$ cat config.mk
export PLATFORM = sky130hd
export DESIGN_NAME = msk_inv_mc_col_serial
export DESIGN_NICKNAME = d
export VERILOG_FILES = /design/src/rtl/msk_inv_mc_col_serial_pkg.sv /design/src/rtl/msk_inv_mc_col_serial_MSKprodMCinv.sv /design/src/rtl/msk_inv_mc_col_serial.sv
export SDC_FILE = /design/constraint.sdc
export NUM_CORES = 1
export LEC_CHECK = 0
export CAP_MARGIN = 15
export CORE_MARGIN = 2
export CORE_UTILIZATION = 40
export DETAILED_ROUTE_END_ITERATION = 8
export MAX_ROUTING_LAYER = met4
export PLACE_DENSITY = 0.7
export SYNTH_ARGS = -nofsm -noshare
export SYNTH_HDL_FRONTEND = slang
export SYNTH_SLANG_ARGS = --single-unit
$ cat constraint.sdc
create_clock -name clk -period 2.33 [get_ports clk]
set_input_delay 0.466 -clock clk [delete_from_list [all_inputs] [get_ports clk]]
set_output_delay 0.466 -clock clk [all_outputs]
set_load 0.03 [all_outputs]
$ cat src/rtl/msk_inv_mc_col_serial_pkg.sv
// Shared definitions for the masked byte-serial InvMixColumns column engine.
package msk_inv_mc_col_serial_pkg;

    localparam logic [7:0] XTIME_POLY = 8'h1b;

    typedef enum logic {
        ACCUM = 1'b0,
        OUT   = 1'b1
    } state_e;

    function automatic int byteW(input int n);
        return 8 * n;
    endfunction

    // Row r takes coefficient (k-r) mod 4 from {xe, xb, xd, x9} for input byte k.
    function automatic logic [1:0] coefIdx(input logic [1:0] k, input logic [1:0] r);
        return k - r;
    endfunction

    function automatic logic [7:0] xtime(input logic [7:0] b);
        return {b[6:0], 1'b0} ^ (b[7] ? XTIME_POLY : 8'h00);
    endfunction

endpackage

$ cat src/rtl/msk_inv_mc_col_serial_MSKprodMCinv.sv
// Share-wise multiplier producing x9/xb/xd/xe of one interleaved shared byte.
module MSKprodMCinv
    import msk_inv_mc_col_serial_pkg::*;
#(
    parameter int d = 2
) (
    input  logic [8*d-1:0] sh_byte_i,
    output logic [8*d-1:0] sh_x9_o,
    output logic [8*d-1:0] sh_xb_o,
    output logic [8*d-1:0] sh_xd_o,
    output logic [8*d-1:0] sh_xe_o
);

    for (genvar s = 0; s < d; s++) begin : g_share
        logic [7:0] x, x2, x4, x8;
        logic [7:0] x9, xb, xd, xe;

        // Each share has its own cone; bit i of share s sits at index i*d+s.
        always_comb begin
            x = '0;
            for (int i = 0; i < 8; i++) begin
                x[i] = sh_byte_i[i*d+s];
            end
        end

        assign x2 = xtime(x);
        assign x4 = xtime(x2);
        assign x8 = xtime(x4);
        assign x9 = x8 ^ x;
        assign xb = x8 ^ x2 ^ x;
        assign xd = x8 ^ x4 ^ x;
        assign xe = x8 ^ x4 ^ x2;

        for (genvar i = 0; i < 8; i++) begin : g_bit
            assign sh_x9_o[i*d+s] = x9[i];
            assign sh_xb_o[i*d+s] = xb[i];
            assign sh_xd_o[i*d+s] = xd[i];
            assign sh_xe_o[i*d+s] = xe[i];
        end
    end

endmodule

$ cat src/rtl/msk_inv_mc_col_serial.sv
// Masked byte-serial InvMixColumns column engine (decryption direction).
// Optional final-round bypass enabled by defining MSK_INV_MC_BYPASS_EN.
module msk_inv_mc_col_serial
    import msk_inv_mc_col_serial_pkg::*;
#(
    parameter int d = 2
) (
    input  logic            clk,
    input  logic            rst,
    input  logic            in_valid,
    output logic            in_ready,
    input  logic [8*d-1:0]  sh_byte_in,
    output logic            out_valid,
    input  logic            out_ready,
    output logic [32*d-1:0] sh_col_out
`ifdef MSK_INV_MC_BYPASS_EN
    ,
    input  logic            bypass
`endif
);

    localparam int BW = byteW(d);

    state_e          state_q;
    logic [1:0]      cnt_q;
    logic [BW-1:0]   acc_q [4];
    logic [BW-1:0]   acc_d [4];
    logic [BW-1:0]   coef  [4];
    logic            in_ready_q;
    logic            out_valid_q;
    logic            accept;
    logic [BW-1:0]   x9, xb, xd, xe;

    MSKprodMCinv #(.d(d)) u_prod (
        .sh_byte_i (sh_byte_in),
        .sh_x9_o   (x9),
        .sh_xb_o   (xb),
        .sh_xd_o   (xd),
        .sh_xe_o   (xe)
    );

    assign accept = in_valid & in_ready_q;

`ifdef MSK_INV_MC_BYPASS_EN
    logic bypass_q;
    logic bypassEff;

    assign bypassEff = (cnt_q == 2'd0) ? bypass : bypass_q;
`endif

    // Byte 0 overwrites the accumulators, so no earlier column survives into this one.
    always_comb begin
        for (int r = 0; r < 4; r++) begin
            coef[r] = '0;
            unique case (coefIdx(cnt_q, 2'(r)))
                2'd0:    coef[r] = xe;
                2'd1:    coef[r] = xb;
                2'd2:    coef[r] = xd;
                default: coef[r] = x9;
            endcase
            acc_d[r] = (cnt_q == 2'd0) ? coef[r] : (acc_q[r] ^ coef[r]);
`ifdef MSK_INV_MC_BYPASS_EN
            if (bypassEff) begin
                if (2'(r) == cnt_q) begin
                    acc_d[r] = sh_byte_in;
                end else begin
                    acc_d[r] = (cnt_q == 2'd0) ? '0 : acc_q[r];
                end
            end
`endif
        end
    end

    always_ff @(posedge clk) begin
        if (rst) begin
            state_q     <= ACCUM;
            cnt_q       <= 2'd0;
            in_ready_q  <= 1'b1;
            out_valid_q <= 1'b0;
            for (int r = 0; r < 4; r++) begin
                acc_q[r] <= '0;
            end
`ifdef MSK_INV_MC_BYPASS_EN
            bypass_q    <= 1'b0;
`endif
        end else begin
            unique case (state_q)
                ACCUM: begin
                    if (accept) begin
                        for (int r = 0; r < 4; r++) begin
                            acc_q[r] <= acc_d[r];
                        end
                        cnt_q <= cnt_q + 2'd1;
`ifdef MSK_INV_MC_BYPASS_EN
                        bypass_q <= bypassEff;
`endif
                        if (cnt_q == 2'd3) begin
                            state_q     <= OUT;
                            in_ready_q  <= 1'b0;
                            out_valid_q <= 1'b1;
                        end
                    end
                end
                OUT: begin
                    if (out_ready) begin
                        state_q     <= ACCUM;
                        cnt_q       <= 2'd0;
                        in_ready_q  <= 1'b1;
                        out_valid_q <= 1'b0;
                    end
                end
                default: begin
                    state_q <= ACCUM;
                end
            endcase
        end
    end

    assign in_ready   = in_ready_q;
    assign out_valid  = out_valid_q;
    assign sh_col_out = {acc_q[3], acc_q[2], acc_q[1], acc_q[0]};

endmodule

; ---- After elaboration in Yosys (flattened, before gate mapping)
; Memories as Yosys holds them, arrays and structs flattened.
; Index checks and enable logic that the tools add are counted.
[word_totals]
input_bits = 20
reg_bits = 5
ram_bits = 64
n_memories = 1
latchBits = 0
mem_bits_ro = 0
wordCells = 94
[memory_table]
columns = name, depth, width, rd, rd_ports_with_merged_regs, write_ports, line_no
row1 = acc_q, 4, 16, 4, 0, 4, msk_inv_mc_col_serial.sv:26  ; logic [BW-1:0] acc_q [4];
[classes]
multipliers = 0
mux = 39
n_eq_ne = 12
bitwise = 28
shift = 0
magnitude_cmp = 0
n_div = 0
addsub = 4
n_reduce_logical = 6
[op_table]
columns = operator, count
row1 = 16-bit one-hot mux with 3 select lines, 4
row2 = 8-bit XOR, 18
row3 = 16-bit two-way mux, 8
row4 = 16-bit XOR, 4
row5 = 5-bit two-way mux, 6
row6 = 1-bit two-way mux, 15
row7 = 2-bit equality test (second input constant), 5
row8 = 2-bit by 1-bit equality test with 1-bit output (second input constant), 4
row9 = 2-bit logical NOT, 4
row10 = 2-bit inequality test (second input constant), 3
row11 = 1-bit one-hot mux with 2 select lines, 3
row12 = 2-bit two-way mux, 2
row13 = 1-bit bitwise OR, 4
row14 = 2-bit one-hot mux with 2 select lines, 1
row15 = 2-bit subtractor (second input constant), 2
row16 = 3-bit AND reduction, 1
row17 = 2-bit by 1-bit adder with 2-bit output (second input constant), 1
row18 = 2-bit AND reduction, 1
row19 = 2-bit by 1-bit subtractor with 2-bit output (second input constant), 1
row20 = 1-bit AND, 1
row21 = 1-bit inverter, 1

; ---- Logic depth before layout (Yosys ltp)
[depth]
depth_word = 12
depth_mapped = 10
depth_no_buf = 8

; ---- Hierarchy
; A second synthesis with hierarchy kept.
[hier_totals]
hier_cells = 664
area_unflattened_um2 = 6837.8
[modules_own_cells]
columns = mod, cells_each, n_inst, area_each_um2
row1 = msk_inv_mc_col_serial, 555, 1, 5666.7
row2 = MSKprodMCinv, 109, 1, 1171.1

; ---- Worst setup path after synthesis
; OpenSTA, ideal clock, no wires.
[synth_timing]
kind = register to register
startpoint = register in_ready_q, in the netlist in_ready
endpoint = memory acc_q[0][0] (netlist name) (enable)
arrival_ns = 2.197
slack_ns = -0.300
setup_ns = 0.433
required_ns = 1.897
n_path_buf = 0
stages_incl_launch_ff = 3
path_cell_list = dfxtp_1 nand3b_1 nand2b_1
[synth_rtl]
columns = item, line_no
row1 = start: declaration, msk_inv_mc_col_serial.sv:29  ; logic in_ready_q;
row2 = start signal: assignment, msk_inv_mc_col_serial.sv:78  ; in_ready_q <= 1'b1;
row3 = start signal: assignment, msk_inv_mc_col_serial.sv:99  ; in_ready_q <= 1'b0;
row4 = start signal: assignment, msk_inv_mc_col_serial.sv:108  ; in_ready_q <= 1'b1;
row5 = end: declaration, msk_inv_mc_col_serial.sv:26

==> flow_summary.yaml <==
drt:
  drt_pass1_iterations: 6
  ant_nets: 0
  finalWirelength_mm: 21.1
  vias_per_cell: 5.77
  vias: 6653
  wl_per_cell_um: 18.3
  drt_iter0_drc: 865
  drc: 0
floorplan:
  fp.dieArea_mm2: 0.0178
  die_w_um: 133
  die-height_um: 133
  ios: 86
  start_util_pct: 40.7
  core_area_mm2: 0.0165
  rows: 47
sta:
  rsz0062_at_grt: "true"
  final_hold_viol_count: 0
  finClkSkew_ns: 0.00643
  slew_violations: 0
  finalSetupViolCount: 0
  fin_crit_sh_pct: 97.6
  worst_pin_slew_ns: 0.565
  relSlewSlack_pct: 62.0
  max_freq_mhz: 440
  period_minus_slack_ns: 2.28
  final.setup.tns_ns: 0
cts:
  clkTransAtPathRegs_ns: 0.06
  clk_path_buf_depth: 2
  clock-sinks: 69
  cts_tree: "yes"
  cts_made_buffers: 9
  cts_max_level: 3
  root_buffer: "clkbuf_16"
  worstSkewPairLatency_ns: 0.35
  hold_buffers: 0
layout:
  diodes: 0
  nNetsFinal: 955
  drive_above_1_share_pct: 23.6
  fillers: 1456
  syn_to_final_growth_pct: 40.3
  stdcell_count: 1153
  layout_commonest_cell: "buf_4"
  fin_area_mm2: 0.00941
  layout_common_cells: "131 x buf_4, 72 x xnor2_1, 71 x clkdlybuf4s50_1, 64 x edfxtp_1, 62 x a21oi_1"
placed_design:
  numPortBuffers: 85
  place_area_mm2: 0.00875
  globalplace.congestion: 0.898
  dp_hpwl_mm: 14.2
  dp.cells: 1125
synth:
  synth_seq_area_share_pct: 30.1
  ys_warn_count: 0
  synthMuxAreaShare_pct: 2.46
  ys_seq_elements: 69
  dominantRegCellSynth: "edfxtp_1"
  ys_types: 59
  synth_top_cell_area_share_pct: 28.7
  avgSynthCellArea_um2: 8.84
  synth-adder-area-share_pct: 1.31
  synth_edf_count: 64
  yosys.area.top_type: "edfxtp_1"
  syn-cell-area_mm2: 0.00671
  synth_top_family_by_area: "compound AO/OA/AOI/OAI gates"
  async_flop_share_pct: 0
  synth_nets: 786
  synth-xor-area-share_pct: 20.9
  synthTopCellsByArea: "edfxtp_1 29%, xnor2_1 11%, a21oi_1 4.7%"
  syn_inst: 759
  synth-compound-area-share_pct: 25.6
  synthSimpleGateAreaFrac_pct: 13.8
setup_path:
  worstSetupStartpointType: "input port"
  worstPathMaxFanout: 4
  cp.arrival_ns: 2.38
  setup.worst_path.class: "input port to register"
  worst_r2r_path_depth: 9
  end_kind: "register"
  cp.required_ns: 2.43
grt:
  grt_pass1_wl_mm: 33.3
  grt_pass1_vias: 6189
  grt_antenna_before_repair: 0
  grt_usage_pct: 24.0
  grt_remaining_overflow: 0
  grt_max_degree: 65
min_path:
  worstHoldPathCells: 2
  hp-class: "register to register"
power:
  vdd_drop_max_mv: 0.397
  p_leak_nw: 3.73
  p_per_area_mw_per_mm2: 625
  power_mw: 5.88
run_status:
  status: "complete, no violations"
run:
  maxCapViolCount: 0
==> layer usage <==
metal / wire [um] / vias up / track usage (%)
li1: - / 3179 / -
met5: 0 / - / -
met2: 9290 / 279 / 34.0
met1: 10000 / 3170 / 35.3
met4: 357 / 0 / 8.39
met3: 1390 / 25 / 2.89
==> metrics by stage <==
step | utilization, % | setup slack, ns | hold WS, ns
final | 57.2 | 0.0548 | 0.460
after global routing | 57.2 | -0.0720 | 0.504
after CTS | 56.1 | -0.0595 | 0.462
after detailed placement | 53.1 | -0.586 | 0.451
after global placement | 53.1 | -0.547 | 0.441
after floorplan | - | 0.00353 | 0.485
==> flip-flops by register name (all words and copies together), names as in the netlist <==
| register | count |
|---|---|
| state_q | 1 |
| in_ready | 1 |
| out_valid | 1 |
| cnt_q | 2 |
| acc_q | 64 |
==> critical path, stage by stage <==
cell             delay [ns]
clkdlybuf4s50_1        0.50
xnor3_2                0.33
xnor2_2                0.19
a221oi_1               0.31
a21oi_1                0.10
or3_1                  0.35
o211a_1                0.13
==> timing repair <==
action                     4_1_cts  5_1_grt
buffers inserted                 7        3
setup endpoints to repair       42       36
cloned                           1        1
gates resized for setup         38       32
pin swaps                       24       23
==> synth_stat cells, drive strengths merged, types with 3 or more instances <==
master and n:
a211oi 5, a21boi 3, a21oi 63, a221o 12, a221oi 17, a222oi 26
a22o 5, a22oi 13, a2bb2oi 3, a32oi 5, and3 11, buf 21
clkbuf 56, dfxtp 5, edfxtp 64, ha 7, inv 16, mux2 4
mux2i 12, nand2 59, nand2b 4, nand3 12, nor2 52, nor2b 28
nor3 22, o211ai 4, o21a 5, o21ai 45, o221ai 15, o22ai 8
o31ai 3, xnor2 87, xnor3 10, xor2 28, xor3 5
==> path summary, 6_finish.rpt <==
| check | to | from | slack [ns] |
|---|---|---|---|
| min reg2reg | out_valid | out_valid | 0.46 |
| max reg2reg | acc_q[1][13] | cnt_q[1] | 0.11 |
| max | acc_q[3][9] | sh_byte_in[5] | 0.05 |
| min | out_valid | out_valid | 0.46 |
==> final cells by class <==
class	count	area, um2	share of cell area, %
multi-input combinational	595	4580	48.6
timing repair buffer	235	2170	23.1
sequential	69	2020	21.5
tap	220	275	2.92
clock buffer	9	225	2.39
clock inverter	7	75.1	0.797
inverter	18	67.6	0.718
==> power by group <==
group	internal, mW	switching (mW)
Clock	0.832	0.579
Sequential	1.52	0.106
Combinational	1.33	1.51
==> logic make-up (layout without fill, tap and decap cells) <==
logic type,Yosys count,in the layout
AND/OR/NAND/NOR,198,198
multiplexers,16,16
flip-flops,69,69
XOR/XNOR,130,130
buffers and inverters,95,269
AO/OA/AOI/OAI,244,244
adder cells (fa/ha/maj),7,7
No activity file was read; power rests on OpenSTA's default activity.
